==> src/rtl/regfile_wb_sched.sv <==
// Write-back scheduler: round-robin arbitration of NUM_SRC write-back sources onto
// the single register-file write port, plus the per-register busy scoreboard.
module regfile_wb_sched #(
  parameter int NUM_SRC = 3,
  parameter int XLEN    = 32
) (
  input  logic                    clk,
  input  logic                    rst,
  input  logic [NUM_SRC-1:0]      src_valid,
  output logic [NUM_SRC-1:0]      src_ready,
  input  logic [5*NUM_SRC-1:0]    src_rd,
  input  logic [XLEN*NUM_SRC-1:0] src_data,
  output logic                    rf_w_en,
  output logic [4:0]              rf_rd,
  output logic [XLEN-1:0]         rf_w_data,
  input  logic                    rsv_en,
  input  logic [4:0]              rsv_rd,
  input  logic [4:0]              chk_rs1,
  input  logic [4:0]              chk_rs2,
  output logic                    rs1_busy,
  output logic                    rs2_busy,
  output logic [31:0]             busy_vec
);

  localparam int          PW = (NUM_SRC > 1) ? $clog2(NUM_SRC) : 1;
  localparam int unsigned N  = NUM_SRC;

  logic [PW-1:0]   ptr_q, ptr_d;
  logic [PW-1:0]   gnt_idx;
  logic            gnt_any;
  int unsigned     cand;

  logic [4:0]      rd_a   [NUM_SRC];
  logic [XLEN-1:0] data_a [NUM_SRC];

  logic            rf_w_en_q, rf_w_en_d;
  logic [4:0]      rf_rd_q, rf_rd_d;
  logic [XLEN-1:0] rf_w_data_q, rf_w_data_d;
  logic [31:0]     busy_q, busy_d;

  for (genvar g = 0; g < NUM_SRC; g++) begin : g_unpack
    assign rd_a[g]   = src_rd[5*g +: 5];
    assign data_a[g] = src_data[XLEN*g +: XLEN];
  end

  // Search starts at ptr and wraps; the first valid source found wins.
  always_comb begin
    gnt_any   = 1'b0;
    gnt_idx   = '0;
    cand      = 0;
    src_ready = '0;
    if (!rst) begin
      for (int unsigned k = 0; k < N; k++) begin
        cand = 32'(ptr_q) + k;
        if (cand >= N) cand = cand - N;
        if (!gnt_any && src_valid[PW'(cand)]) begin
          gnt_any = 1'b1;
          gnt_idx = PW'(cand);
        end
      end
      if (gnt_any) src_ready[gnt_idx] = 1'b1;
    end
  end

  always_comb begin
    ptr_d       = ptr_q;
    rf_w_en_d   = 1'b0;
    rf_rd_d     = rf_rd_q;
    rf_w_data_d = rf_w_data_q;
    if (gnt_any) begin
      ptr_d       = (gnt_idx == PW'(N - 1)) ? '0 : gnt_idx + 1'b1;
      rf_w_en_d   = (rd_a[gnt_idx] != 5'd0);
      rf_rd_d     = rd_a[gnt_idx];
      rf_w_data_d = data_a[gnt_idx];
    end
  end

  // Clear applied before set so a same-cycle reservation of the written register wins.
  always_comb begin
    busy_d = busy_q;
    if (rf_w_en_q) busy_d[rf_rd_q] = 1'b0;
    if (rsv_en && (rsv_rd != 5'd0)) busy_d[rsv_rd] = 1'b1;
    busy_d[0] = 1'b0;
  end

  always_ff @(posedge clk) begin
    if (rst) begin
      ptr_q       <= '0;
      rf_w_en_q   <= 1'b0;
      rf_rd_q     <= '0;
      rf_w_data_q <= '0;
      busy_q      <= '0;
    end else begin
      ptr_q       <= ptr_d;
      rf_w_en_q   <= rf_w_en_d;
      rf_rd_q     <= rf_rd_d;
      rf_w_data_q <= rf_w_data_d;
      busy_q      <= busy_d;
    end
  end

  assign rf_w_en   = rf_w_en_q;
  assign rf_rd     = rf_rd_q;
  assign rf_w_data = rf_w_data_q;
  assign busy_vec  = busy_q;
  assign rs1_busy  = (chk_rs1 != 5'd0) & busy_q[chk_rs1];
  assign rs2_busy  = (chk_rs2 != 5'd0) & busy_q[chk_rs2];

endmodule
==> config.mk <==
export PLATFORM = sky130hd
export DESIGN_NAME = regfile_wb_sched
export DESIGN_NICKNAME = d
export VERILOG_FILES = /design/src/rtl/regfile_wb_sched.sv
export SDC_FILE = /design/constraint.sdc
export NUM_CORES = 1
export LEC_CHECK = 0
export CORE_ASPECT_RATIO = 1.5
export CORE_MARGIN = 1
export CORE_UTILIZATION = 27
export DETAILED_ROUTE_END_ITERATION = 8
export PLACE_DENSITY_LB_ADDON = 0.2
export SETUP_SLACK_MARGIN = 0.4
export SYNTH_ARGS = -nofsm -noshare
export SYNTH_HDL_FRONTEND = slang
export SYNTH_SLANG_ARGS = --single-unit
==> constraint.sdc <==
create_clock -name clk -period 8.15 [get_ports clk]
set_input_delay 2.0375 -clock clk [delete_from_list [all_inputs] [get_ports clk]]
set_output_delay 2.0375 -clock clk [all_outputs]
set_load 0.05 [all_outputs]
## Yosys cells after proc, flatten, opt, wreduce, memory -nomap -nowiden

Cells that the tools add are included.

- Add/sub/neg operators: 6
- $mul: 0
- Divide/modulo/power cells: 0
- Magnitude comparators: 15
- Eq/ne operators: 1
- Shift-type cells: 0
- Multiplexer cells: 45
- Bitwise logic cells: 7
- Reductions and logical operators: 13

Operators with widths:

| cell | number |
|---|---|
| 32-bit two-way mux | 4 |
| 32-bit binary-select mux with 2-bit select | 1 |
| 32-bit bitwise AND | 1 |
| 32-bit inverter | 1 |
| 32-bit OR | 1 |
| 5-bit by 6-bit < comparator with 1-bit output (second input constant) | 4 |
| 2-bit two-way mux | 12 |
| 5-bit nonzero test | 4 |
| 1-bit two-way mux | 15 |
| 2-bit by 3-bit < comparator with 1-bit output (second input constant) | 4 |
| 1-bit binary-select mux with 5-bit select | 2 |
| 5-bit binary-select mux with 2-bit select | 1 |
| 1-bit demux with 5-bit select | 2 |
| 5-bit by 1-bit greater-or-equal comparator with 1-bit output (second input constant) | 2 |
| 5-bit two-way mux | 2 |
| 1-bit binary-select mux with 2-bit select | 3 |
| 3-bit by 2-bit greater-or-equal comparator with 1-bit output (second input constant) | 2 |
| 1-bit logical AND | 6 |
| 3-bit two-way mux | 2 |
| 2-bit subtractor (second input constant) | 3 |
| 2-bit by 1-bit adder with 3-bit output (second input constant) | 1 |
| 2-bit by 2-bit adder with 3-bit output (second input constant) | 1 |
| 3-bit greater-or-equal comparator (second input constant) | 1 |
| 2-bit inverter with 3-bit output | 1 |
| other kinds (9) | 11 |

- Flip-flop bits (word level): 72
- Latch bits: 0
- Bits in writable memories: 0
- Bits in read-only memories: 0
- Input bits: 132
- Output and inout bits: 75
- Word-level logic and storage cells: 93
- Memories: 0

## Logic depth before layout (Yosys ltp)

Gate-level depths: netlist of the first run.

- Depth in word-level cells: 21
- Gate-level depth with buffers: 12
- Mapped depth without buffers: 9

## Worst setup path before layout of the first run

Ideal clock, no wire load.

- Path type: input -> output
- From: in chk_rs1[0]
- To: out rs1_busy
- Arrival time: 3.819 ns
- Required time: 6.113 ns
- Path slack: 2.293 ns
- Stages on the path: 4
- Buffers on the path: 1
- Path through: clkbuf_1 -> mux4_2 -> mux4_2 -> mux2_2

- Word-level cells in the longest chain between the ends: 3
- Elaborated cells between the ends (all ways): 4
- Classes of those cells: mux (2); bitwise (1); reduce/logical (1)

RTL lines:

| element | line | source |
|---|---|---|
| start, declared | 18 | `input logic [4:0] chk_rs1,` |
| 1-bit binary-select mux with 5-bit select | 106 | `assign rs1_busy = (chk_rs1 != 5'd0) & busy_q[chk_rs1];` |
| 1-bit two-way mux (not written as such) | 106 |  |
| 1-bit bitwise AND * | 106 |  |
| end, declared | 20 | `output logic rs1_busy,` |

Mark *: on every way between the ends. The rest lies on a longest branch, timed or not. The select of a mux whose other input is x is not followed.

## Worst setup path after layout of the first run

Ends and elaborated chain as after synthesis.

==> results by group, run 1 <==
Global routing
  – Initial antenna violation count: 2
  – Vias in the first global route: 4604
  – First-pass GRT wire length: 24000 um
  – Pin count of the biggest net entering global routing: 48
  – Total grt overflow: 0
  – Tot GR Track Use: 0.200

Worst setup path
  – Crit path capture type: output pin
  – Setup CP Type: in2out
  – Worst Setup Start Kind: primary input
  – Crit path from: chk_rs1[0]
  – CP Data Required Time: 6.11 ns
  – CP Max Fanout: 9
  – Reg-to-reg startpoint: ptr_q[0]
  – CP arrival: between 4 and 5 ns

Clock network
  – Cts repair resizes: 0
  – CTS clk-pin slew, worst paths: 0.05 ns
  – Post-CTS setup buffer count: 0
  – Root buf cell: clkbuf_16
  – Clk sinks: 71
  – H-tree levels: 3
  – Hold buffer count at CTS: 0
  – TritonCTS buffer count: 9
  – Max clock buf depth: 2
  – CTS tree: built
  – Skew-Pair Late Insertion Delay: 0.33 ns

Floorplanning
  – IO Count: 207
  – Effective utilization at floorplan: 0.280
  – Full die area: 15700 sq um
  – Core area: 14700 sq um
  – Die W: between 100 and 150 um
  – FP Rows: 54
  – Die height: 153 um

Pwr
  – Internal: 1.19 mW
  – Leakage: 2.25 nW
  – Switching share of power: 0.480
  – Switching power of the nets: roughly 1.1 mW
  – Total power: between 2 and 2.5 mW
  – Clk network pwr share: 0.157
  – Combinational share of power: 0.608
  – Reg power frac: 0.235
  – VDD IR max: 0.000183 V
  – Cell area power density: 353 nW/um^2

Placement
  – Gpl congestion: a little under 0.9
  – Port Buffers: 205
  – DP HPWL: 11900 um

Drt
  – Vias per inst: 5.29
  – First-pass iteration count of the detailed router: 5
  – WL met2: around 8000 um
  – Routed metal-1 wirelength: 5700 um
  – Routed wire length per instance: 18.4 um
  – Final ANT Viol Nets: 0
  – Highest Signal Layer: met4
  – Final wirelength: 15700 um
  – Met3 wire len: 1780 um
  – DR vias: 4510
  – Iter 0 DRT Violations: 187
  – DRC viols: 0

STA
  – Worst-Margin Slew: 1.14 ns
  – RSZ-0062 raised after global routing: false
  – # setup viols final: 0
  – Post-Route Skew: around 0.0040 ns
  – Max Freq: roughly 0.15 GHz
  – Pins Over Slew Limit: 0
  – Setup TNS: 0 ns
  – Final Hold Viols: 0
  – Tcrit/Tclk final: 0.842
  – Rel. slew slack: 0.238
  – Min Tclk post-route: slightly below 7 ns

Logic synthesis
  – Seq cells post-synth: 71
  – Synth unique cells: 51
  – Mapped Cells: 470
  – Async SR Flop Fraction: 0
  – EDFF count, synth: 0
  – Post-synthesis instance area: a little over 4000 sq um
  – Seq/Total Area, Yosys: 0.347
  – Avg Inst Size Synth: 8.72 sq um
  – Ys Warns: 0
  – Syn Nets: 606
  – Synth Flop Type: dfxtp_1

Layout
  – Final Net Count: roughly 800
  – Syn-to-layout area delta: 58.3%
  – Layout cells sized above 1: 0.0885
  – Register area: 1420 sq um
  – Fin util: 0.443
  – Filler cells: 1482
  – Area of the multi-input gates: 2450 sq um

Worst hold path
  – HP Class: reg2reg
  – Hold Crit Start: ptr_q[0]

Status
  – Status: complete, no violations

Job
  – Maxcap violations: 0
==> power by group through the flow <==
stage	combinational, mW	clock [mW]	sequential, mW
2_1_floorplan	0.665	0	0.859
3_3_place_gp	1.39	0	0.538
3_5_place_dp	1.40	0	0.543
4_1_cts	1.40	0.373	0.540
5_1_grt	1.50	0.388	0.556
6_report	1.39	0.360	0.539
==> stage by stage <==
step           setup slack (ns)  instance area [sq um]  instances  hold slack (ns)
6_report                   1.29                   6490        853            0.508
5_1_grt                    1.16                   6490        851            0.549
3_5_place_dp               1.26                   6220        837            0.507
2_1_floorplan              2.29                   4100        470            0.466
3_3_place_gp               1.30                   6220        837            0.490
4_1_cts                    1.26                   6490        851            0.512
==> cells in the final DEF (no fill, tap or decap), types with 5 or more instances in the layout <==
cell	count
nor2_1	12
dfxtp_1	71
a221o_1	32
buf_4	6
clkdlybuf4s50_1	204
o21ai_1	31
clkbuf_16	9
mux2_2	5
o21ai_0	40
nand2_1	81
mux4_2	17
nand3b_1	7
a21oi_1	69
==> flip-flops by register name, indices dropped and copies added, names as in the netlist <==
| register | count |
|---|---|
| rf_w_en | 1 |
| rf_w_data | 32 |
| rf_rd | 5 |
| busy_vec | 31 |
| ptr_q | 2 |
==> logic make-up (layout without fill, tap and decap cells) <==
logic type / Yosys count / after routing / synth area share
AO/OA/AOI/OAI: 195 / 195 / 0.313
AND/OR/NAND/NOR: 130 / 130 / 0.155
flip-flops: 71 / 71 / 0.347
buffers and inverters: 44 / 229 / 0.0577
multiplexers: 25 / 25 / 0.114
adder cells (fa/ha/maj): 4 / 4 / 0.0122
other: 1 / 3 / 0.000915
==> layer usage <==
layer	vias up	track usage
li1	2125	-
met1	2111	0.210
met2	247	0.350
met3	27	0.0805
met4	0	0.0741
met5	-	0
==> synth_stat cells (2+ instances only) <==
| master | n | area [sq um] |
|---|---|---|
| a22oi_1 | 4 | 30.0 |
| nor2_1 | 12 | 45.0 |
| buf_2 | 6 | 30.0 |
| a2bb2oi_1 | 3 | 26.3 |
| nand3b_1 | 7 | 52.6 |
| nor3b_1 | 4 | 30.0 |
| inv_1 | 4 | 15.0 |
| nand2_1 | 81 | 304 |
| dfxtp_1 | 71 | 1420 |
| mux4_2 | 17 | 383 |
| buf_4 | 5 | 37.5 |
| clkbuf_1 | 21 | 78.8 |
| buf_6 | 6 | 67.6 |
| mux2_2 | 5 | 56.3 |
| and3_1 | 3 | 18.8 |
| ha_1 | 4 | 50.1 |
| and3b_1 | 2 | 17.5 |
| a21oi_1 | 69 | 345 |
| or3_1 | 2 | 12.5 |
| mux2i_1 | 3 | 30.0 |
| a211oi_2 | 3 | 37.5 |
| o21ai_0 | 40 | 200 |
| nand3_1 | 2 | 10.0 |
| o21ai_1 | 31 | 155 |
| buf_1 | 2 | 7.51 |
| a221o_1 | 32 | 320 |
| nor2b_1 | 2 | 12.5 |
| nand2b_1 | 2 | 12.5 |
| or3b_2 | 3 | 26.3 |
| nor3_1 | 3 | 15.0 |
==> final cells by class <==
type	instances	share of cell area
multi-input cells	355	0.377
clock inverters	1	0.000771
repair buffers	211	0.322
flip-flops and latches	71	0.219
clock buffers	13	0.0401
diodes	2	0.000771
inverters	4	0.00231
well taps	196	0.0378
==> worst max-delay path, stage by stage <==
cell	delay (ns)
clkdlybuf4s50_1	0.77
mux4_2	0.56
mux4_2	0.48
mux2_2	0.27
clkdlybuf4s50_1	0.70
==> path summary, 6_finish.rpt <==
path	to	slack, ns	cells after the start
setup / recovery	rs1_busy	1.29	5
hold / removal	ptr_q[0]	0.51	2
setup reg to reg	rf_w_en	5.32	10
hold reg to reg	ptr_q[0]	0.51	2
(Power assumes the default switching activity.)
==> run 2, diff against run 1 <==
==> constraint.sdc (replaced) <==
create_clock -name clk -period 6.7 [get_ports clk]
set_input_delay 1.675 -clock clk [delete_from_list [all_inputs] [get_ports clk]]
set_output_delay 1.675 -clock clk [all_outputs]
set_load 0.05 [all_outputs]
==> results by group, run 2 (synthesized netlist as in run 1, its figures left out) <==
Drt
  – Iter 0 DRT Violations: roughly 200
  – Routed wire length per instance: ~18 um
  – Final wirelength: 15700 um
  – Final ANT Viol Nets: 0
  – Vias per inst: about 5.3
  – DRC viols: 0
  – First-pass iteration count of the detailed router: 4
  – DR vias: 4557

Global routing
  – Initial antenna violation count: 2
  – Pin count of the biggest net entering global routing: 62
  – Vias in the first global route: 4633
  – First-pass GRT wire length: 24100 um
  – Tot GR Track Use: 0.202
  – Total grt overflow: 0

Placement
  – Port Buffers: 205
  – Placed cells: 837
  – Gpl congestion: 0.905
  – DP HPWL: 11900 um
  – Post-DP Area: 6230 sq um

Clock network
  – Skew-Pair Late Insertion Delay: ~0.33 ns
  – CTS tree: built
  – TritonCTS buffer count: 9
  – CTS clk-pin slew, worst paths: 0.05 ns
  – Max clock buf depth: 2
  – Post-CTS setup buffer count: 0
  – H-tree levels: 3
  – Hold buffer count at CTS: 0
  – Cts repair resizes: 0
  – Clk sinks: 71
  – Root buf cell: clkbuf_16

Floorplanning
  – Die W: 103 um
  – Effective utilization at floorplan: 0.280
  – FP Rows: 54
  – Core area: 14700 sq um
  – IO Count: 207
  – Full die area: 15700 sq um
  – Die height: roughly 150 um

Worst setup path
  – CP Data Required Time: 5.03 ns
  – Reg2Reg Depth: 10
  – Worst Setup Start Kind: primary input
  – Setup CP Type: in2out
  – R2R Setup Slk: 3.84 ns
  – FF-to-FF End: rf_w_en
  – Critical-path top delay cell: clkdlybuf4s50_1
  – CP arrival: 4.49 ns
  – Worst-path cell chain: clkdlybuf4s50_1, mux4_2, mux4_2, mux2_2, clkdlybuf4s50_1
  – CP Max Fanout: 9
  – Reg-to-reg startpoint: ptr_q[0]
  – Crit path capture type: output pin
  – Max incr delay on CP: 0.78 ns

STA
  – RSZ-0062 raised after global routing: false
  – Pins Over Slew Limit: 0
  – Final Hold Viols: 0
  – Post-Route Skew: 0.00406 ns
  – Worst-Margin Slew: 1.05 ns
  – WHS: 0.515 ns
  – Setup TNS: 0 ns
  – Max Freq: 0.162 GHz
  – Min Tclk post-route: 6.16 ns
  – # setup viols final: 0
  – Tcrit/Tclk final: 0.920
  – Rel. slew slack: 0.299

Layout
  – Most frequent cells in the layout: 202 x clkdlybuf4s50_1, 81 x nand2_1, 71 x dfxtp_1
  – Commonest non-fill, non-tap cell in the layout: clkdlybuf4s50_1
  – Layout cells sized above 1: 0.0974
  – Design area: 6580 sq um
  – Final Net Count: 788
  – Syn-to-layout area delta: 60.5%
  – Max reg flops: 32
  – Finished Layout Cells: 855

Worst hold path
  – Hold path endpoint: busy_vec[19]
  – Hold Crit Start: busy_vec[19]
  – Hold path depth: 2
  – HP Class: reg2reg

Pwr
  – VDD IR max: 0.000268 V
  – Cell area power density: 444 nW/um^2
  – Leakage: 2.30 nW
  – Total power: around 3 mW

Status
  – Status: complete, no violations

Job
  – Maxcap violations: 0
run 2: changes by cell type in the layout (fill, tap and decap cells not counted):
cell,before,now
clkbuf_8,2,1
clkinvlp_4,0,1
buf_12,0,1
clkinv_2,1,2
bufinv_16,0,3
clkdlybuf4s50_1,204,202
buf_4,6,7
clkbuf_1,2,0
run 2: worst max-delay path: cells and delay by family:
| family | cells | cell delay (ns) |
|---|---|---|
| mux | 3 | 1.34 |
| buf+inv | 2 | 1.48 |
run 2: stage by stage:
| step | setup WS [ns] | util |
|---|---|---|
| 2_1_floorplan | 1.57 | - |
| 3_3_place_gp | 0.576 | 0.425 |
| 3_5_place_dp | 0.527 | 0.425 |
| 4_1_cts | 0.522 | 0.449 |
| 5_1_grt | 0.439 | 0.449 |
| 6_report | 0.538 | 0.449 |
run 2: worst max path at each step:
stage / from / end / slack, ns / depth (start not counted)
final: chk_rs1[0] / rs1_busy / 0.54 / 5
after global routing: chk_rs1[0] / rs1_busy / 0.44 / 5
after CTS: chk_rs1[0] / rs1_busy / 0.52 / 5
after detailed placement: chk_rs1[0] / rs1_busy / 0.53 / 5
after global placement: chk_rs1[0] / rs1_busy / 0.58 / 5
after floorplan: chk_rs1[0] / rs1_busy / 1.57 / 4
run 2: area by class of cell:
class | count | area, sq um
multi-input cells | 355 | 2450
clock buffers | 10 | 239
fillers | 1450 | 8080
flip-flops and latches | 71 | 1420
repair buffers | 211 | 2100
well taps | 196 | 245
clock inverters | 6 | 108
inverters | 4 | 15.0
diodes | 2 | 5.00
run 2: metal layers:
metal	global-route usage	up-vias	routed length, um	share of wire
met2	0.352	248	7880	0.50
met1	0.207	2139	5570	0.35
met5	0	-	0	0
met3	0.0736	38	1710	0.11
met4	0.0980	0	535	0.034
li1	-	2132	-	-
run 2: report_power, final:
part | internal (mW) | switching, mW
clock network | 0.372 | 0.185
registers | 0.551 | 0.102
logic | 0.640 | 1.07
==> patch, RTL diff (config.mk and constraints of run 2) <==
Set the parameter `NUM_SRC` to 5 (it was 3).
--- a/src/rtl/regfile_wb_sched.sv
+++ b/src/rtl/regfile_wb_sched.sv
@@ -1,7 +1,7 @@
 // Write-back scheduler: round-robin arbitration of NUM_SRC write-back sources onto
 // the single register-file write port, plus the per-register busy scoreboard.
 module regfile_wb_sched #(
-  parameter int NUM_SRC = 3,
+  parameter int NUM_SRC = 5,
   parameter int XLEN    = 32
 ) (
   input  logic                    clk,
Ports: changed (resized src_data, src_rd, src_ready and src_valid); port bits go from 207 to 285. No check against the original RTL was run, so the function may have changed too.
==> patch against run 2 <==
Setup slack lost 0.0033 ns; routed wire length grew 69%; total power grew 63%; sequential cell count grew 1; clock skew grew 0.0043 ns; cell area grew 47%; worst hold slack lost 0.017 ns; area after synthesis grew 53%; critical path type unchanged; critical endpoint is now src_ready[0]; largest cell class unchanged.
==> patch: results (changes against run 2) <==
Outcome
  – Status: finished, final reports clean

Worst setup path
  – RR Endpoint: rf_w_data[0]
  – Maximum fanout along the worst path: 7 (-2)
  – Worst R2R Setup Slack: 1.93 ns (-1.91 ns)
  – Reg2reg path depth: 15 (+5)
  – CP max stage delay: 0.61 ns (-0.17 ns)
  – CP endpoint: src_ready[0]
  – Critical Path Start: src_valid[3]

Global route
  – Vias in the first global route: 7204 (+55%)
  – Largest net degree at the start of global routing: 72 (+16%)

Timing
  – Slew of the pin with the lowest slew margin: 1.22 ns (+0.171 ns)

Placement
  – Placed cell area: 0.00934 mm^2 (+50%)
  – Detailed Place HPWL: 20.2 mm (+70%)
  – # port buffers: 283 (+38%)

Power and ir drop
  – Combinational Power: 3.63 mW (+110%)
  – Int Power: 2.23 mW (+43%)
  – Leak Pwr: 3.55 nW (+54%)

Final layout
  – Nets@finish: 1240 (+57%)
  – Layout cells sized above 1: 14.7% (+5.0 points)

Logic synthesis
  – Mux cell area share after synthesis: 17.9% (+6.5 points)
  – Syn_nets: 994 (+64%)
  – Synth Area in Adders: 2.31% (+1.1 points)

Clock tree
  – Worst skew pair latency: 0.35 ns (+0.02 ns)

Drt
  – Vias per cell: 5.43 (+1.8%)
  – Post-DR wirelength/cell: 20.2 um (+10%)
  – Drt total wl: 26.5 mm (+69%)
-- patch: cell types whose count changed after synthesis, sizes merged, moves of 12 or more --
cell           run 2  this run
a211oi             5        40
a21oi             69       110
a221o             32         0
clkbuf            21        40
inv                4        17
mux2               5        36
mux2i              3        15
nand2             81        60
nand3              2        16
nor2              12        59
nor4               0        33
o211ai             0        34
-- patch: tightest hold or removal path, delay by kind of cell (launching register included) --
| family | cells | cell delay [ns] |
|---|---|---|
| compound gates | 1 | 0.05 |
| flops | 1 | 0.31 |
| simple gates | 1 | 0.09 |
-- patch: layout make-up --
cell class / count / area share, %
antenna: 2 / 0.0517
clock buffer: 10 / 2.36
clock inverter: 6 / 0.697
inverter: 17 / 0.685
multi-input combinational: 618 / 46.6
sequential: 72 / 14.9
tap: 280 / 3.62
timing repair buffer: 303 / 31.2
-- patch: routing by layer --
metal  share of wire [%]  GRT usage [%]
met5                   0              0
met4                 3.7           10.8
met3                 6.2           5.17
met2                  53           41.2
met1                  37           23.1
